### src/rtl/key_input_port.sv
// Memory-mapped push-button port: synchronizer, programmable debounce, edge capture, press counter.
// Optional interrupt logic is built when KEY_IRQ_EN is defined.
module key_input_port #(
    parameter int DEBOUNCE_CYCLES = 4,
    parameter int CNT_W           = 16
) (
    input  logic        clk,
    input  logic        rst,
    input  logic        key,
    input  logic        sel,
    input  logic        we,
    input  logic [1:0]  addr,
    input  logic [31:0] wdata,
    output logic [31:0] rdata,
    output logic        irq
);

    logic             s1_r;
    logic             s2_r;
    logic             lvl_r;
    logic             lvl_d_r;
    logic [7:0]       dbc_r;
    logic [7:0]       thr_r;
    logic [7:0]       thr_eff_s;
    logic [1:0]       edge_r;
    logic [1:0]       edge_clr_s;
    logic [1:0]       mask_s;
    logic [CNT_W-1:0] count_r;
    logic [31:0]      rdata_r;
    logic [31:0]      rd_mux_s;
    logic             rise_s;
    logic             fall_s;
    logic             rd_s;
    logic             wr_edge_s;
    logic             wr_count_s;
    logic             wr_cfg_s;
    logic             unused_s;

    assign unused_s = &{1'b0, wdata};

    // Bus decode, effective threshold and edge detection
    always_comb begin
        rise_s     = lvl_r & ~lvl_d_r;
        fall_s     = ~lvl_r & lvl_d_r;
        rd_s       = sel & ~we;
        wr_edge_s  = sel & we & (addr == 2'd1);
        wr_count_s = sel & we & (addr == 2'd2);
        wr_cfg_s   = sel & we & (addr == 2'd3);
        if (thr_r == 8'd0) begin
            thr_eff_s = 8'd1;
        end else begin
            thr_eff_s = thr_r;
        end
        if (wr_edge_s) begin
            edge_clr_s = wdata[1:0];
        end else begin
            edge_clr_s = 2'b00;
        end
    end

    // Read-data multiplexer over the current register values
    always_comb begin
        rd_mux_s = 32'd0;
        case (addr)
            2'd0:    rd_mux_s = {30'd0, s2_r, lvl_r};
            2'd1:    rd_mux_s = {30'd0, edge_r};
            2'd2:    rd_mux_s = 32'(count_r);
            2'd3:    rd_mux_s = {22'd0, mask_s, thr_r};
            default: rd_mux_s = 32'd0;
        endcase
    end

    // Synchronizer and debounce filter; >= lets a lowered threshold take effect immediately
    always_ff @(posedge clk) begin
        if (rst) begin
            s1_r    <= 1'b0;
            s2_r    <= 1'b0;
            lvl_r   <= 1'b0;
            lvl_d_r <= 1'b0;
            dbc_r   <= 8'd0;
        end else begin
            s1_r    <= key;
            s2_r    <= s1_r;
            lvl_d_r <= lvl_r;
            if (s2_r == lvl_r) begin
                dbc_r <= 8'd0;
            end else if (dbc_r >= thr_eff_s - 8'd1) begin
                lvl_r <= s2_r;
                dbc_r <= 8'd0;
            end else begin
                dbc_r <= dbc_r + 8'd1;
            end
        end
    end

    // Sticky edge flags, press counter, threshold and registered read data
    always_ff @(posedge clk) begin
        if (rst) begin
            edge_r  <= 2'b00;
            count_r <= '0;
            thr_r   <= 8'(DEBOUNCE_CYCLES);
            rdata_r <= 32'd0;
        end else begin
            edge_r <= (edge_r & ~edge_clr_s) | {fall_s, rise_s};
            if (wr_count_s) begin
                count_r <= rise_s ? CNT_W'(1) : CNT_W'(0);
            end else if (rise_s) begin
                count_r <= count_r + CNT_W'(1);
            end
            if (wr_cfg_s) begin
                thr_r <= wdata[7:0];
            end
            if (rd_s) begin
                rdata_r <= rd_mux_s;
            end
        end
    end

    assign rdata = rdata_r;

`ifdef KEY_IRQ_EN
    logic [1:0] mask_r;
    logic       irq_r;

    // Interrupt mask and registered interrupt request
    always_ff @(posedge clk) begin
        if (rst) begin
            mask_r <= 2'b00;
            irq_r  <= 1'b0;
        end else begin
            if (wr_cfg_s) begin
                mask_r <= wdata[9:8];
            end
            irq_r <= |(edge_r & mask_r);
        end
    end

    assign mask_s = mask_r;
    assign irq    = irq_r;
`else
    assign mask_s = 2'b00;
    assign irq    = 1'b0;
`endif

endmodule

### config.mk
export PLATFORM = sky130hd
export DESIGN_NAME = key_input_port
export DESIGN_NICKNAME = d
export VERILOG_FILES = /design/src/rtl/key_input_port.sv
export SDC_FILE = /design/constraint.sdc
export NUM_CORES = 1
export LEC_CHECK = 0
export ABC_CLOCK_PERIOD_IN_PS = 2980
export CAP_MARGIN = 0
export CORE_MARGIN = 2
export CORE_UTILIZATION = 35
export DETAILED_ROUTE_END_ITERATION = 10
export DONT_BUFFER_PORTS = 1
export PLACE_DENSITY = 0.54
export SKIP_LAST_GASP = 1
export SYNTH_ARGS = -nofsm -noshare
export SYNTH_HDL_FRONTEND = slang
export SYNTH_SLANG_ARGS = --single-unit
### constraint.sdc
create_clock -name clk -period 2.98 [get_ports clk]
set_input_delay 0.596 -clock clk [delete_from_list [all_inputs] [get_ports clk]]
set_output_delay 0.596 -clock clk [all_outputs]
set_load 0.005 [all_outputs]
==> out/qor.csv, run 1 <==
metric,value,unit
CTS tree,done,
HP Class,input port to flop,
placed cell count,395,
layout cells sized above 1,7.895,%
Vias,2002,
critical path cell sequence,nor4_1 > and2_1 > a21oi_1 > ha_1 > nand2_1 > xor2_1 > ha_1 > nand4_1 > o311ai_2 > nor2_1,
area grow syn2layout,6.569,%
I/O pin count,72,
CP max stage cell,o311ai_2,
fin cells,403,
cell count after synthesis,300,
num rows,31,
Worst EP required,3.15,ns
initial antenna violation count,0,
Post-synth ARST share,0,%
gpl congestion,0.7606,
syn_area_per_cell,8.825,um^2
Startpoint Class,flop,
Max Cap Viol,0,
CP arrival,2.85,ns
postcts setup bufs,0,
"Reg clk slew, reported paths",0.10,ns
Leak,0.001028,uW
Final Hold Viols,0,
Detail Route Antenna Nets,0,
post-synth design cell area,2648,um^2
R2R Path End,dbc_r[4],
clk_lat worst skew,0.31,ns
Synth Flop Type,dfxtp_1,
CP max stage delay,0.60,ns
period utilization,89.74,%
CTS Buf Count,5,
total core area,7292,um^2
worst slew pin tran,0.8436,ns
maximum root-to-sink buffer count,2,
drc violations,0,
"most common cell after layout, fill and taps aside",dfxtp_1,
DRT iter0 DRCs,74,
die height,90.98,um
worst-path fanout max,8,
Synth Area in Compound Gates,11.67,%
combinational family with the most area after synthesis,simple AND/OR/NAND/NOR gates,
fmax,373.9,MHz
Post-Synth Adder-Cell Area,5.198,%
Worst R2R Setup Slack,0.31,ns
Clock Sinks,54,
Detailed Route WL,5.762,mm
first-pass GRT wire length,9.480,mm
placed wire-length estimate,4.190,mm
Post-Synth Simple-Gate Area,23.39,%
Synth Area in XOR/XNOR,6.616,%
sequential area share after synthesis,40.83,%
Worst setup startpoint,thr_r[2],
Ant. Diodes,0,
cells on worst reg2reg path,10,
Die ar.,8276,um^2
PwrDens,457.2,nW/um^2
Final min period,2.674,ns
most frequent cells in the layout,"dfxtp_1, nor2_1, nand2_1, a21oi_1, conb_1",
root buf cell,clkbuf_8,
Initial Utilization,36.31,%
Hold Buf Count CTS,0,
fin util,38.69,%
# H-tree levels,2,
Setup Crit Path Kind,flop to flop,
Layout Skew,0.008801,ns
Fin Setup TNS,0,ns
RSZ-0062 raised after global routing,false,
Post-synth EDFFs,0,
Setup crit end kind,flop,
Pre-Repair DR Iteration Count,4,
mux contribution to synthesized area,5.151,%
outcome,finished clean,
Netlist cell types,41,
vias in the first global route,1928,
Critical R2R Launch,thr_r[2],
"FF+latch count, synth",54,
worst vdd ir,0.1823,mV
Via density,4.968,
Syn. warnings,0,
# setup viols final,0,
PostCTS Resize Cnt,0,
cell mode on critical path,ha_1,
drt wl/cell,14.30,um
# nets final,353,
grt ovf,0,
GRT Total Usage,14.27,%
Pins Over Slew Limit,0,
largest net degree at the start of global routing,34,
CP endpoint,dbc_r[4],
Max-slew headroom,43.76,%
IO Port Bufs,0,
die span in x,90.98,um
## state kept, by name, summed over array words and instances (netlist names), 2 cells and up
signal,cells
count_r,16
edge_r,2
dbc_r,8
rdata,16
thr_r,8
## power breakdown
part	switching (uW)	total, uW	leakage [uW]	internal (uW)
Sequential	4.58	731	0.000436	726
Clock	245	496	0.0000514	251
Combinational	38.6	62.7	0.000541	24.2
## worst min-delay path by stage
stage	start	end	slack, ns	depth (start not counted)
floorplan	s1_r	s2_r	0.41	1
detailed placement	s1_r	s2_r	0.43	1
global placement	s1_r	s2_r	0.43	1
finish	rst	thr_r[6]	0.35	1
global route	rst	count_r[0]	0.32	1
CTS	rst	thr_r[6]	0.34	1
## stage by stage
step	total power [uW]	hold WS, ns	cell area, um^2	worst slack (ns)
after CTS	1308	0.3355	2813	0.04526
final	1290	0.3497	2821	0.3056
after global placement	807.9	0.4328	2703	0.04292
after detailed placement	808.8	0.4281	2703	0.04166
after floorplan	816.9	0.4138	2708	0.3725
after global routing	1345	0.3191	2821	0.1295
## synth_stat cells (2+ instances only)
| cell | n | share of area [%] |
|---|---|---|
| nor2_1 | 43 | 6.1 |
| ha_1 | 11 | 5.2 |
| nand4b_1 | 2 | 0.66 |
| nor2b_1 | 5 | 1.2 |
| dfxtp_1 | 54 | 41 |
| nand3b_1 | 2 | 0.57 |
| nand2b_1 | 4 | 0.95 |
| a22oi_1 | 14 | 4.0 |
| o21ai_0 | 6 | 1.1 |
| or4_1 | 2 | 0.57 |
| mux2_2 | 6 | 2.6 |
| a21oi_1 | 20 | 3.8 |
| nand3_1 | 11 | 2.1 |
| xnor2_1 | 11 | 3.6 |
| clkbuf_1 | 6 | 0.85 |
| nor3_1 | 2 | 0.38 |
| or3_1 | 4 | 0.95 |
| nand4_1 | 4 | 0.95 |
| inv_1 | 5 | 0.71 |
| nand2_1 | 31 | 4.4 |
| o21a_1 | 2 | 0.57 |
| and3_1 | 4 | 0.95 |
| and2_1 | 2 | 0.47 |
| nor4_1 | 4 | 0.95 |
| a2111oi_0 | 2 | 0.66 |
| buf_4 | 17 | 4.8 |
| xor2_1 | 9 | 3.0 |
| mux2i_1 | 2 | 0.76 |
| o31ai_1 | 3 | 0.85 |
## cell families after synthesis
family,after synthesis
and+or+nand+nor,125
DFF,54
AOI/OAI and AO/OA,49
buffers and inverters,30
xor gates and xnor gates,20
adders and majority gates,11
muxes,10
other,1
## layout make-up
type                       count  area, um^2
tap                           99       123.9
inverter                       5       18.77
clock inverter                 2       37.54
clock buffer                   6       72.57
sequential                    54        1081
multi-input combinational    232        1450
timing repair buffer           5       37.54
fill                         769        4471
## metal layers
| layer | vias up | global-route usage, % | share of wire (%) | wire [um] |
|---|---|---|---|---|
| met3 | 7 | 4.481 | 5.6 | 320 |
| met5 | - | 0 | 0 | 0 |
| met4 | 0 | 4.545 | 1.4 | 80 |
| met2 | 39 | 22.04 | 45 | 2600 |
| li1 | 1017 | - | - | - |
| met1 | 939 | 19.02 | 48 | 2760 |
## worst max-delay path: cells and delay by family (launching register included)
kind / cells / cell delay (ns)
AO/OA/AOI/OAI: 2 / 0.70
XOR/XNOR: 1 / 0.07
adder cells (fa/ha/maj): 2 / 0.55
flip-flops: 1 / 0.33
AND/OR/NAND/NOR: 5 / 0.90
Note: power is estimated with default switching activity, not from simulation.
==> run 2, diff against run 1 <==
- PLACE_DENSITY: 0.54 -> not set
- PLACE_DENSITY_LB_ADDON: not set -> 0.2
==> run 2 against run 1 <==
Clock power down 6.5%; final cell count unchanged; critical endpoint is now dbc_r[6]; worst hold slack worse by 0.014 ns; via count up 0.15%; setup slack worse by 0.017 ns; largest power group unchanged; combinational power down 2%; flip-flop and latch count unchanged; clock-buffer cell count up 1; die area unchanged; power down 2.6%.
==> out/qor.csv, run 2 (synthesis gave the netlist of run 1 again) <==
metric,value,unit,change
outcome,finished clean,,
HP Class,input port to flop,,
fin util,38.62,%,-0.069 points
Max-slew headroom,45.41,%,+1.7 points
Hold Path Cell Cnt,1,,unchanged
initial antenna violation count,0,,unchanged
worst vdd ir,0.2088,mV,+15%
DRT iter0 DRCs,72,,-2.7%
"Reg clk slew, reported paths",0.11,ns,about the same
vias in the first global route,1897,,-1.6%
fin cells,403,,unchanged
worst slew pin tran,0.8188,ns,-0.02479 ns
R2R Path End,dbc_r[6],,
GRT Total Usage,14.28,%,about the same
first-pass GRT wire length,9.535,mm,+0.58%
Leak,0.001031,uW,+0.30%
CP max stage cell,o311ai_2,,
period utilization,90.30,%,+0.56 points
critical path cell sequence,nor4_1 > and2_1 > a21oi_1 > ha_1 > nand2_1 > xor2_1 > ha_1 > nand4_1 > o311ai_2 > nor2_1,,
IO Port Bufs,0,,unchanged
Final Hold Viols,0,,unchanged
"most common cell after layout, fill and taps aside",dfxtp_1,,
Max Cap Viol,0,,unchanged
worst-path fanout max,8,,unchanged
fmax,371.6,MHz,-0.62%
Layout Skew,0.01541,ns,+0.006606 ns
Worst EP required,3.15,ns,about the same
Final min period,2.691,ns,+0.01668 ns
Setup crit end kind,flop,,
CTS Buf Count,5,,unchanged
placed wire-length estimate,4.141,mm,-1.2%
fillcell total,769,,unchanged
PwrDens,446.1,nW/um^2,-2.4%
Ant. Diodes,0,,unchanged
RSZ-0062 raised after global routing,false,,
cells on worst reg2reg path,10,,unchanged
maximum root-to-sink buffer count,2,,unchanged
die height,90.98,um,unchanged
root buf cell,clkbuf_8,,
design area,2816,um^2,-0.18%
Pre-Repair DR Iteration Count,4,,unchanged
placed cell count,395,,unchanged
Top Layer Used,met4,,
area grow syn2layout,6.380,%,
clk_lat worst skew,0.31,ns,about the same
num rows,31,,unchanged
Detailed Route WL,5.604,mm,-2.7%
most frequent cells in the layout,"dfxtp_1, nor2_1, nand2_1, a21oi_1, conb_1",,
Clock Sinks,54,,unchanged
cell mode on critical path,ha_1,,
DR WL met3,393,um,+23%
gpl congestion,0.7610,,about the same
# nets final,353,,unchanged
Placed Area,2703,um^2,unchanged
largest net degree at the start of global routing,34,,unchanged
CTS tree,done,,
Critical R2R Launch,thr_r[2],,
Pins Over Slew Limit,0,,unchanged
# H-tree levels,2,,unchanged
total core area,7292,um^2,unchanged
Setup Crit Path Kind,flop to flop,,
Startpoint Class,flop,,
Hold Path Origin,rst,,
Die ar.,8276,um^2,unchanged
postcts setup bufs,0,,unchanged
drc violations,0,,unchanged
grt ovf,0,,unchanged
Top delay family on crit path,simple AND/OR/NAND/NOR gates,,
wl on met1,2.576,mm,-6.7%
drt wl/cell,13.91,um,-2.7%
Register Area,1081,um^2,unchanged
# setup viols final,0,,unchanged
area occupied by multi-input gates,1450,um^2,unchanged
Hold Path Sink,count_r[0],,
I/O pin count,72,,unchanged
Vias,2005,,+0.15%
Via density,4.975,,+0.15%
met2 WL,2.561,mm,-1.5%
layout cells sized above 1,8.224,%,+0.33 points
Worst R2R Setup Slack,0.29,ns,-0.02 ns
Initial Utilization,36.31,%,unchanged
CP arrival,2.86,ns,about the same
CP bufs+invs,0,,unchanged
die span in x,90.98,um,unchanged
Detail Route Antenna Nets,0,,unchanged
CP max stage delay,0.60,ns,about the same
run 2: report_power, final:
| group | switching [uW] | total [uW] | internal (uW) |
|---|---|---|---|
| clock network | 250 | 464 | 214 |
| registers | 4.51 | 731 | 726 |
| logic | 37.4 | 61.5 | 24.1 |
| total | 292 | 1260 | 964 |
run 2: timing repair:
action                     CTS  global route
hold endpoints to repair     0             0
hold buffers                 0             0
gates resized for setup      1             1
pin swaps                    0             0
setup endpoints to repair    4             9
run 2: how the worst max path moves through the flow:
| stage | start | to | depth (start not counted) |
|---|---|---|---|
| after global placement | thr_r[2] | dbc_r[7] | 10 |
| after floorplan | thr_r[2] | dbc_r[2] | 10 |
| after CTS | thr_r[2] | lvl_r | 8 |
| final | thr_r[2] | dbc_r[6] | 10 |
| after global routing | thr_r[2] | dbc_r[6] | 10 |
| after detailed placement | thr_r[2] | dbc_r[6] | 10 |
run 2: final cells by class:
type,count,share of cell area (%)
clock buffers,7,3.421
multi-input cells,232,51.49
repair buffers,5,1.333
flip-flops and latches,54,38.38
clock inverters,1,0.3110
inverters,5,0.6664
well taps,99,4.398
run 2: routing by layer:
metal / vias up / track usage, %
li1: 1021 / -
met5: - / 0
met2: 46 / 22.78
met4: 0 / 4.545
met3: 5 / 4.315
met1: 933 / 18.49
run 2: stage by stage:
stage          total power (uW)  worst slack, ns  hold slack, ns  TNS (ns)
2_1_floorplan             816.9           0.3725          0.4138         0
3_3_place_gp              807.5          0.02770          0.4214         0
3_5_place_dp              808.5         -0.03303          0.4239  -0.03303
4_1_cts                    1268           0.1415          0.3315         0
5_1_grt                    1313          0.04581          0.3248         0
6_report                   1256           0.2890          0.3362         0
